### src/rtl/bsram_reader.sv
// Streaming read client for bsram: turns an (addr, len) command into a
// valid/ready word stream, hiding the memory's 1-cycle read latency.
module bsram_reader #(
    parameter int WIDTH = 13
) (
    input  logic             clk,
    input  logic             rst_n,
    input  logic             cmd_valid,
    output logic             cmd_ready,
    input  logic [WIDTH-1:0] cmd_addr,
    input  logic [WIDTH:0]   cmd_len,
    output logic [WIDTH-1:0] mem_dout_addr,
    input  logic [15:0]      mem_dout,
    output logic             out_valid,
    input  logic             out_ready,
    output logic [15:0]      out_data,
    output logic             out_last,
    output logic             busy
);

    // Handshakes: a transfer happens on a rising edge where valid && ready;
    // the producer holds data stable while valid && !ready.
    typedef enum logic {
        IDLE = 1'b0,
        RUN  = 1'b1
    } state_t;

    state_t             r_state;
    logic [WIDTH-1:0]   r_rd_addr;
    logic [WIDTH:0]     r_iss_cnt;
    logic               r_infl;
    logic               r_infl_last;
    logic [1:0]         r_occ;
    logic [15:0]        r_head_data;
    logic               r_head_last;
    logic [15:0]        r_tail_data;
    logic               r_tail_last;

    logic               w_pop;
    logic               w_issue;
    logic               w_done;
    logic [2:0]         w_level;

    assign w_pop   = (r_occ != 2'd0) && out_ready;
    // Words already owed to the FIFO after this edge; issuing only when it
    // stays below 2 makes overflow impossible.
    assign w_level = {1'b0, r_occ} + {2'b00, r_infl} - {2'b00, w_pop};
    assign w_issue = (r_state == RUN) && (r_iss_cnt != '0) && (w_level < 3'd2);
    assign w_done  = w_pop && r_head_last;

    assign cmd_ready     = (r_state == IDLE);
    assign busy          = (r_state == RUN);
    assign mem_dout_addr = r_rd_addr;
    assign out_valid     = (r_occ != 2'd0);
    assign out_data      = r_head_data;
    assign out_last      = r_head_last;

    always_ff @(posedge clk or negedge rst_n) begin
        if (!rst_n) begin
            r_state     <= IDLE;
            r_rd_addr   <= '0;
            r_iss_cnt   <= '0;
            r_infl      <= 1'b0;
            r_infl_last <= 1'b0;
            r_occ       <= 2'd0;
            r_head_data <= 16'h0000;
            r_head_last <= 1'b0;
            r_tail_data <= 16'h0000;
            r_tail_last <= 1'b0;
        end else begin
            if (r_state == IDLE) begin
                if (cmd_valid && (cmd_len != '0)) begin
                    r_state   <= RUN;
                    r_rd_addr <= cmd_addr;
                    r_iss_cnt <= cmd_len;
                end
            end else if (w_done) begin
                r_state <= IDLE;
            end

            if (w_issue) begin
                r_rd_addr <= r_rd_addr + WIDTH'(1);
                r_iss_cnt <= r_iss_cnt - (WIDTH+1)'(1);
            end
            r_infl      <= w_issue;
            r_infl_last <= w_issue && (r_iss_cnt == (WIDTH+1)'(1));

            // r_infl marks the cycle in which mem_dout holds the issued word.
            case ({r_infl, w_pop})
                2'b10: begin
                    if (r_occ == 2'd0) begin
                        r_head_data <= mem_dout;
                        r_head_last <= r_infl_last;
                    end else begin
                        r_tail_data <= mem_dout;
                        r_tail_last <= r_infl_last;
                    end
                    r_occ <= r_occ + 2'd1;
                end
                2'b01: begin
                    r_head_data <= r_tail_data;
                    r_head_last <= r_tail_last;
                    r_occ       <= r_occ - 2'd1;
                end
                2'b11: begin
                    if (r_occ == 2'd1) begin
                        r_head_data <= mem_dout;
                        r_head_last <= r_infl_last;
                    end else begin
                        r_head_data <= r_tail_data;
                        r_head_last <= r_tail_last;
                        r_tail_data <= mem_dout;
                        r_tail_last <= r_infl_last;
                    end
                end
                default: begin
                end
            endcase
        end
    end

endmodule

### config.mk
export PLATFORM = sky130hd
export DESIGN_NAME = bsram_reader
export DESIGN_NICKNAME = d
export VERILOG_FILES = /design/src/rtl/bsram_reader.sv
export SDC_FILE = /design/constraint.sdc
export NUM_CORES = 1
export LEC_CHECK = 0
export CAP_MARGIN = 40
export CORE_AREA = 5 5 97 99
export CTS_BUF_LIST = sky130_fd_sc_hd__clkbuf_4
export DETAILED_ROUTE_END_ITERATION = 6
export DIE_AREA = 0 0 102 104
export DONT_BUFFER_PORTS = 1
export GPL_TIMING_DRIVEN = 0
export PLACE_DENSITY = 0.63
export SETUP_SLACK_MARGIN = 0.2
export SKIP_LAST_GASP = 1
export SLEW_MARGIN = 20
export SYNTH_ARGS = -nofsm -noshare
export SYNTH_HDL_FRONTEND = slang
export SYNTH_SLANG_ARGS = --single-unit
export TNS_END_PERCENT = 5
### constraint.sdc
create_clock -name clk -period 3.8 [get_ports clk]
set_input_delay 0.19 -clock clk [delete_from_list [all_inputs] [get_ports clk]]
set_output_delay 0.19 -clock clk [all_outputs]
set_load 0.03 [all_outputs]
==> results of run 1 <==
## cells in the final DEF, fill, tap and decap left out, types with 4 or more instances in the layout
master         netlist  final
o21ai_0             23     23
a22oi_1             18     17
o211ai_1             4      4
nor4_1               5      5
and3_1               5      5
mux2_2              17     17
nor2_1              26     26
dlygate4sd3_1        0     44
nand2_1             41     40
clkbuf_1            14     11
nand4_1              6      6
inv_1               11     10
ha_1                 7      7
dfrtp_1             66     66
o221a_2              5      5
a21oi_1             11     11
o311ai_0             7      7
o22ai_1              4      4
a211oi_1             6      6
clkbuf_4             0      9
nand3_1             14     14
## logic make-up after synthesis
logic type	count (synthesis)	synth area share, %
adder cells (fa/ha/maj)	8	3.26
AO/OA/AOI/OAI	92	19.7
AND/OR/NAND/NOR	119	17.5
flip-flops	66	50.1
buffers and inverters	26	2.96
XOR/XNOR	3	0.797
multiplexers	17	5.80
## stage by stage
step | hold WS [ns] | total power, W
floorplan | -0.106 | 0.00254
finish | 0.151 | 0.00346
global placement | -0.104 | 0.00286
detailed placement | -0.104 | 0.00291
global route | 0.148 | 0.00375
CTS | 0.124 | 0.00348
## what timing repair did
item,in CTS,in global routing
pin swaps,0,0
endpoints found under the hold margin,125,0
hold buffers,45,0
resized for setup,4,4
endpoints found under the setup margin,16,18
## critical path: stages (launching register included)
cell and delay (ns):
dfrtp_1 0.45, inv_1 0.08, ha_1 0.23, inv_2 0.16, nand2_1 0.12, nor2_1 0.18
o21ai_0 0.14, fa_1 0.39, xnor2_1 0.14, and3_1 0.19, clkbuf_2 0.19, a22oi_2 0.49
o21ba_2 0.24, o221a_2 0.23
## cell type report
cell class / count / area [um2] / area share [%]
sequential: 66 / 1650 / 40.7
clock buffer: 9 / 67.6 / 1.66
tap: 108 / 135 / 3.33
buffer: 14 / 56.3 / 1.39
inverter: 12 / 46.3 / 1.14
clock inverter: 7 / 77.6 / 1.91
timing repair buffer: 45 / 468 / 11.5
multi-input combinational: 239 / 1560 / 38.3
## sequential cells by signal, indices dropped and copies added, names as in the netlist
name and cells:
r_infl 1, mem_dout_addr 13, r_tail_data 16, r_iss_cnt 14, out_last 1, r_tail_last 1, r_occ 2, out_data 16
busy 1, r_infl_last 1
## path summary, 6_finish.rpt
path	start	endpoint	slack (ns)	depth (start not counted)
max	r_occ[1]	mem_dout_addr[12]	0.46	13
min	cmd_valid	r_iss_cnt[11]	0.15	3
max reg2reg	r_occ[1]	mem_dout_addr[12]	0.46	13
min reg2reg	r_tail_data[13]	r_tail_data[13]	0.52	1
max in group asynchronous	rst_n	r_iss_cnt[0]	3.23	2
min in group asynchronous	rst_n	out_data[3]	0.27	2
## routing by layer
| layer | up-vias | track usage, % | wire (um) |
|---|---|---|---|
| met5 | - | 0 | 0 |
| met2 | 129 | 28.5 | 4290 |
| met1 | 1358 | 20.9 | 3640 |
| met4 | 0 | 5.34 | 167 |
| met3 | 17 | 6.37 | 817 |
| li1 | 1358 | - | - |
## report_power, final
part	internal, W	switching [W]	leakage, nW
sequential	0.00101	0.000570	0.785
combinational	0.000584	0.000806	0.778
clock	0.000206	0.000283	0.0769
total	0.00180	0.00166	1.64
==> qor.yml, run 1 <==
run_status:
  outcome: "complete, no violations"
routing:
  antenna_left: 0
  wl_per_cell_um: 17.8
  viasPerCell: 5.72
  drt-total-wl_um: 8920
  drt_iter0_drc: 103
  drc: 0
  drt_first_pass_iters: 5
  vias: 2862
timing:
  rsz0062_at_grt: "yes"
  fin_crit_sh_pct: 87.8
  hold_violations: 0
  finClkSkew_ns: 0.0152
  max_freq_mhz: 300
  worstMarginPinSlew_ns: 0.636
  fin_crit_ns: 3.34
  relSlewSlack_pct: 57.5
  tns_ns: 0
  post-route-worst-setup-slack_ns: 0.465
  slew_violations: 0
  setup-violations-final: 0
synthesis:
  synth_edf_count: 0
  synth_nets: 386
  yosysWarnings: 0
  synth_ff_type: "dfrtp_1"
  synthTopCellsByCount: "dfrtp_1 (66), nand2_1 (41), nor2_1 (26), o21ai_0 (23), a22oi_1 (18)"
  synth.most_common_cell: "dfrtp_1"
  yosysUniqueCellTypes: 44
  synth_cells: 331
  async_flop_share_pct: 100
  ys_seq_area_share_pct: 50.1
  syn_area_per_cell_um2: 9.96
  synth-seq-cells: 66
  synth_top_area_share_pct: 50.1
  syn-cell-area_um2: 3300
  netlist_top_cells_area: "dfrtp_1 (50%), mux2_2 (5.8%), nand2_1 (4.7%)"
  yosys.area.top_type: "dfrtp_1"
cells_and_area:
  fin_cells: 500
  num-fill-cells: 807
  area_delta_synth_final_pct: 23.1
  fin_util_pct: 47.9
  fin_area_um2: 4060
  num_antenna_cells: 0
  layout-drive-gt1-share_pct: 13.3
  fin_nets: 442
critical_path:
  cp_max_fo: 8
  critPathArrivalTime_ns: 3.64
  setup.worst_path.start_class: "register"
  end_kind: "register"
  crit_type: "reg2reg"
  cp_data_required_time_ns: 4.11
floorplanning:
  rows: 34
  die_y_um: 104
  initial_utilization_pct: 39.0
  ioPinCount: 80
  die_x_um: 102
  core_area_um2: 8470
  die-area_um2: 10600
clocking:
  clock_path_buffers: 2
  clock_latency_ns: 0.42
  cts_buffers: 9
  cts_tree: "yes"
  cts_setup_buffers: 0
  htreeDepth: 3
  cts.clk_slew.worst_paths_ns: 0.11
  cts_sinks: 66
  clockRootBuffer: "clkbuf_4"
place:
  dpl.hpwl_um: 6140
  gp_congestion: 0.944
  port_buffers: 0
  post-place-cells: 439
  dpl_cell_area_um2: 3430
  place_ws_ns: -0.0952
power:
  power_leakage_nw: 1.64
  power_density_nw_per_um2: 853
  ir_worst_vdd_mv: 0.589
global_routing:
  grt_first_pass_wirelength_um: 14600
  grt_pass1_vias: 2924
  grt_max_degree: 67
  overflow: 0
  antenna_found_initial: 0
  grt.total_usage_pct: 17.3
worst_hold_path:
  hold_path.class: "in2reg"
job:
  max-cap-violations: 0
(Power assumes the default switching activity.)
==> inputs of run 2 (changes only) <==
--- a/config.mk
+++ b/config.mk
@@ -13,7 +13,8 @@
 export DONT_BUFFER_PORTS = 1
 export GPL_TIMING_DRIVEN = 0
 export PLACE_DENSITY = 0.63
-export SETUP_SLACK_MARGIN = 0.2
+export RECOVER_POWER = 50
+export SETUP_SLACK_MARGIN = 0.4
 export SKIP_LAST_GASP = 1
 export SLEW_MARGIN = 20
 export SYNTH_ARGS = -nofsm -noshare
==> run 2 against run 1 <==
Sequential power about the same; sequential cell count unchanged; via count increased by 0.28%; non-clock buffer count increased by 4; first-iteration DRC count increased by 11%; clock skew decreased by 0.00087 ns; core utilization increased by 0.50 points; register-to-register slack improved by 0.21 ns; sequential share of layout area decreased by 0.39 points; highest routed layer unchanged; total power increased by 2.4%; critical path depth increased by 2; critical endpoint unchanged.
==> qor.yml, run 2 (synthesized netlist as in run 1, its figures left out) <==
routing:
  drt-total-wl_um: 8930  # +0.10%
  antenna_left: 0  # unchanged
  drt_first_pass_iters: 4  # -1
  vias: 2870  # +0.28%
  drt_iter0_drc: 114  # +11%
  drc: 0  # unchanged
  viasPerCell: 5.69  # -0.52%
  wl_per_cell_um: 17.7  # -0.69%
place:
  dpl.hpwl_um: 6140  # unchanged
  port_buffers: 0  # unchanged
  dpl_cell_area_um2: 3430  # unchanged
  gp_congestion: 0.944  # unchanged
power:
  clkPwrFrac_pct: 13.8  # -0.3 points
  pwr-share-comb_pct: 41.5  # +1.4 points
  switchingPower_w: 0.00167  # +0.73%
  seqPwrFrac_pct: 44.7  # -1.1 points
  power_leakage_nw: 1.66  # +1.2%
  p_sw_share_pct: 47.1  # -0.77 points
  power_density_nw_per_um2: 864  # +1.3%
  internal-power_w: 0.00187  # +3.9%
  ir_worst_vdd_mv: 0.608  # +3.3%
floorplanning:
  die_x_um: 102  # unchanged
  core_area_um2: 8470  # unchanged
  die_y_um: 104  # unchanged
  initial_utilization_pct: 39.0  # unchanged
  rows: 34  # unchanged
  ioPinCount: 80  # unchanged
  die-area_um2: 10600  # unchanged
timing:
  max_freq_mhz: 320  # +6.9%
  fin_crit_ns: 3.12  # -0.215 ns
  hold_violations: 0  # unchanged
  tns_ns: 0  # unchanged
  fin_crit_sh_pct: 82.1  # -5.7 points
  worstMarginPinSlew_ns: 0.649  # +0.0133 ns
  relSlewSlack_pct: 56.6  # -0.89 points
  fin_hold_ws_ns: 0.155  # +0.00346 ns
  setup-violations-final: 0  # unchanged
  rsz0062_at_grt: "yes"
  slew_violations: 0  # unchanged
  finClkSkew_ns: 0.0143  # -0.000872 ns
global_routing:
  grt.total_usage_pct: 17.3  # unchanged
  antenna_found_initial: 0  # unchanged
  overflow: 0  # unchanged
  grt_max_degree: 67  # unchanged
  grt_first_pass_wirelength_um: 14600  # unchanged
  grt_pass1_vias: 2924  # unchanged
worst_hold_path:
  hold_path.class: "in2reg"
  holdPathStages: 3  # unchanged
critical_path:
  cp_max_fo: 10  # +2
  crit_type: "reg2reg"
  cp_data_required_time_ns: 4.10  # about the same
  r2r_slack_ns: 0.68  # +0.21 ns
  crit_chain: "inv_1 -> ha_1 -> inv_2 -> nand2_1 -> nor2_2 -> o21ai_0 -> fa_1 -> xnor2_1 -> and3_1 -> clkbuf_4 -> nand2_2 -> inv_4 -> clkbuf_4 -> nand3_1 -> o221a_2"
  cpLargestDelayFamily: "buffers and inverters"
  cpPeakStageDelay_ns: 0.43  # -0.06 ns
  crit_path_frequent_cell: "clkbuf_4"
  path_buf_inv: 5  # +2
  cp_num_cells: 15  # +2
  setup.worst_path.start_class: "register"
  slowest_stage: "dfrtp_1"
  end_kind: "register"
  critPathArrivalTime_ns: 3.42  # -0.22 ns
  rr_worst_depth: 15  # +2
cells_and_area:
  fin_nets: 446  # +0.90%
  fin_area_um2: 4100  # +1.0%
  area_delta_synth_final_pct: 24.4
  mostFrequentLayoutCells: "dfrtp_1 (65), dlygate4sd3_1 (44), nand2_1 (40), nor2_1 (25), o21ai_0 (23)"
  final_common_cell: "dfrtp_1"
  layout-drive-gt1-share_pct: 14.6  # +1.4 points
  num_antenna_cells: 0  # unchanged
  fin_util_pct: 48.4  # +0.50 points
run_status:
  outcome: "complete, no violations"
clocking:
  clock_path_buffers: 2  # unchanged
  clockRootBuffer: "clkbuf_4"
  clock_latency_ns: 0.41  # about the same
  cts.clk_slew.worst_paths_ns: 0.11  # about the same
  cts_sinks: 66  # unchanged
  htreeDepth: 3  # unchanged
  cts_tree: "yes"
  cts_buffers: 9  # unchanged
job:
  max-cap-violations: 0  # unchanged
run 2: cell count changes in the layout (fill, tap and decap cells not counted):
cell,change
buf_4,+4
clkbuf_2,-3
clkbuf_4,+3
clkinv_2,-1
dfrtp_1,-1
dfrtp_2,+1
inv_4,+1
nor2_1,-1
nor2_2,+1
o311ai_0,-1
o311ai_1,+1
run 2: final timing paths:
kind / startpoint / endpoint
worst max-delay path: r_occ[0] / mem_dout_addr[12]
worst min-delay path: cmd_valid / r_iss_cnt[11]
worst max register to register: r_occ[0] / mem_dout_addr[12]
worst min register to register: r_tail_data[13] / r_tail_data[13]
max in group asynchronous: rst_n / r_occ[1]
min in group asynchronous: rst_n / out_data[3]
run 2: metal layers:
metal	global-route usage, %	wire [um]	share of wire (%)	vias up
met1	20.9	3650	41	1356
met2	28.5	4310	48	133
li1	-	-	-	1363
met3	6.37	808	9.1	18
met4	5.34	158	1.8	0
met5	0	0	0	-
run 2: metrics by stage:
stage | setup WS (ns) | instances | power [W]
global placement | -0.0754 | 439 | 0.00286
finish | 0.680 | 504 | 0.00354
CTS | 0.430 | 500 | 0.00349
global route | 0.384 | 504 | 0.00384
floorplan | 0.634 | 331 | 0.00254
detailed placement | -0.0952 | 439 | 0.00291
run 2: power groups by stage:
stage / combinational [W] / clock, W / sequential, W
final: 0.00147 / 0.000488 / 0.00158
after global routing: 0.00165 / 0.000538 / 0.00164
after CTS: 0.00139 / 0.000512 / 0.00159
after detailed placement: 0.00131 / 0 / 0.00160
after global placement: 0.00127 / 0 / 0.00159
after floorplan: 0.00101 / 0 / 0.00152
run 2: worst min-delay path, stage by stage:
cell	delay, ns
nor2b_1	0.19
nand2_1	0.09
nand3_1	0.05
run 2: repair_timing:
action                     CTS  global route
setup endpoints to repair   23            18
hold endpoints to repair   125             0
pin swaps                    0             1
resized for setup            7            10
setup buffers                0             4
hold buffers                45             0
run 2: layout make-up:
type | count | area (um2)
multi-input combinational | 239 | 1560
clock buffer | 9 | 67.6
clock inverter | 7 | 77.6
sequential | 66 | 1650
fill | 806 | 4360
timing repair buffer | 49 | 498
buffer | 14 | 63.8
tap | 108 | 135
inverter | 12 | 47.5
==> inputs of run 3 (changes only) <==
==> constraint.sdc (replaced) <==
create_clock -name clk -period 3.05 [get_ports clk]
set_input_delay 0.1525 -clock clk [delete_from_list [all_inputs] [get_ports clk]]
set_output_delay 0.1525 -clock clk [all_outputs]
set_load 0.03 [all_outputs]
==> run 3 against run 2 <==
The flow now finishes with violations (capacitance limit, slew limit); non-clock buffer count rose by 5; highest routed layer unchanged; routed wire length rose by 4.7%; die area did not move; sequential cell count did not move; critical endpoint is now r_iss_cnt[1]; combinational power rose by 49%; global-route usage rose by 0.53 points.
==> qor.yml, run 3 (synthesized netlist as in run 1, its figures left out) <==
run_status:
  violations: "capacitance limit, slew limit"
  outcome: "finished with violations"
timing:
  tns_ns: 0  # unchanged
  hold_violations: 0  # unchanged
  slew_violations: 67  # +67
  fin_crit_sh_pct: 87.5  # +5.4 points
  fin_crit_ns: 2.67  # -0.452 ns
  max_freq_mhz: 375  # +17%
  post-route-worst-setup-slack_ns: 0.381  # -0.298 ns
  relSlewSlack_pct: -10.5  # -67 points
  rsz0062_at_grt: "yes"
  finClkSkew_ns: 0.0107  # -0.00361 ns
  setup-violations-final: 0  # unchanged
  worstMarginPinSlew_ns: 1.66  # +1.01 ns
job:
  max-cap-violations: 1  # +1
cells_and_area:
  layout-drive-gt1-share_pct: 18.7  # +4.1 points
  final_common_cell: "dfrtp_1"
  mostFrequentLayoutCells: "dfrtp_1 (64), dlygate4sd3_1 (44), nand2_1 (39), nor2_1 (24), o21ai_0 (22)"
  num_antenna_cells: 0  # unchanged
  area_delta_synth_final_pct: 29.6
  fin_cells: 509  # +0.99%
  fin_nets: 451  # +1.1%
place:
  gp_congestion: 0.922  # -2.3%
  dpl.hpwl_um: 6230  # +1.4%
  place_ws_ns: 0.0315  # +0.127 ns
  post-place-cells: 439  # unchanged
  port_buffers: 0  # unchanged
critical_path:
  end_kind: "register"
  critPathArrivalTime_ns: 2.98  # -0.44 ns
  crit_type: "reg2reg"
  cp_data_required_time_ns: 3.36  # -0.74 ns
  cp_max_fo: 6  # -4
  setup.worst_path.start_class: "register"
floorplanning:
  ioPinCount: 80  # unchanged
  core_area_um2: 8470  # unchanged
  initial_utilization_pct: 39.0  # unchanged
  rows: 34  # unchanged
  die_y_um: 104  # unchanged
  die_x_um: 102  # unchanged
  die-area_um2: 10600  # unchanged
routing:
  wl_per_cell_um: 18.4  # +3.7%
  antenna_left: 0  # unchanged
  vias: 2936  # +2.3%
  drt_iter0_drc: 86  # -25%
  viasPerCell: 5.77  # +1.3%
  drt-total-wl_um: 9350  # +4.7%
  drt_first_pass_iters: 4  # unchanged
  drc: 0  # unchanged
clocking:
  clock_path_buffers: 2  # unchanged
  cts_tree: "yes"
  cts_buffers: 9  # unchanged
  htreeDepth: 3  # unchanged
  cts_sinks: 66  # unchanged
  cts.clk_slew.worst_paths_ns: 0.12  # about the same
  clockRootBuffer: "clkbuf_4"
  clock_latency_ns: 0.42  # about the same
global_routing:
  grt_first_pass_wirelength_um: 15200  # +4.0%
  grt_pass1_vias: 3037  # +3.9%
  grt.total_usage_pct: 17.8  # +0.53 points
  grt_max_degree: 67  # unchanged
  overflow: 0  # unchanged
  antenna_found_initial: 0  # unchanged
power:
  power_leakage_nw: 1.71  # +3.3%
  power_density_nw_per_um2: 1140  # +32%
  ir_worst_vdd_mv: 0.693  # +14%
worst_hold_path:
  hold_path.class: "in2reg"
run 3: changes by cell type in the layout (fill, tap and decap cells not counted), sizes merged:
cell,change
clkinvlp,-1
bufinv,+1
inv,-2
buf,+5
clkinv,+2
run 3: layout make-up:
type	count	area, um2
clock buffer	9	67.6
fill	789	4190
multi-input combinational	239	1650
sequential	66	1650
inverter	12	65.1
clock inverter	7	103
timing repair buffer	54	520
tap	108	135
buffer	14	83.8
run 3: critical path, stage by stage (launching register included):
cell and delay [ns]:
dfrtp_2 0.45, inv_4 0.09, ha_4 0.17, inv_8 0.06, nand2_8 0.08, inv_6 0.04
nor2_4 0.07, o21ai_2 0.06, fa_2 0.36, xnor2_2 0.17, and3_4 0.21, buf_8 0.13
a22oi_2 0.10, buf_6 0.17, buf_6 0.11, a221o_1 0.29
run 3: path summary, 6_finish.rpt:
check | from | to | slack [ns] | cells past startpoint
max | r_occ[0] | r_iss_cnt[1] | 0.38 | 15
min | out_ready | busy | 0.06 | 5
max reg2reg | r_occ[0] | r_iss_cnt[1] | 0.38 | 15
min reg2reg | r_infl_last | r_tail_last | 0.52 | 1
max in group asynchronous | rst_n | r_occ[0] | 1.26 | 2
min in group asynchronous | rst_n | out_data[5] | 0.71 | 2
run 3: timing repair:
| action | 4_1_cts | 5_1_grt |
|---|---|---|
| endpoints found under the setup margin | 26 | 41 |
| buffers inserted | 8 | 1 |
| resized for setup | 11 | 12 |
| pin swaps | 2 | 0 |
| hold buffers | 45 | 0 |
| hold endpoints to repair | 125 | 0 |
| gates cloned | 0 | 0 |
run 3: report_power, final:
group          total (W)  internal (W)  leakage [nW]  switching, W
Sequential       0.00199       0.00127         0.783      0.000722
Combinational    0.00219       0.00104         0.839       0.00115
Clock           0.000697      0.000340        0.0920      0.000357
Total            0.00487       0.00265          1.71       0.00223
run 3: metal layers:
metal	part of all wire (%)	track usage, %	vias up
met5	0	0	-
met4	0.99	4.78	0
met3	9.3	5.77	10
met2	49	29.1	134
met1	41	22.6	1424
li1	-	-	1368
run 3: per-stage QoR:
stage,power (W),util (%),hold WS (ns),instance area (um2)
after global routing,0.00522,50.5,0.0604,4270
after CTS,0.00479,50.1,0.0464,4240
after global placement,0.00370,41.3,-0.141,3490
after detailed placement,0.00374,41.3,-0.141,3490
final,0.00487,50.5,0.0599,4270
after floorplan,0.00328,-,-0.143,3360
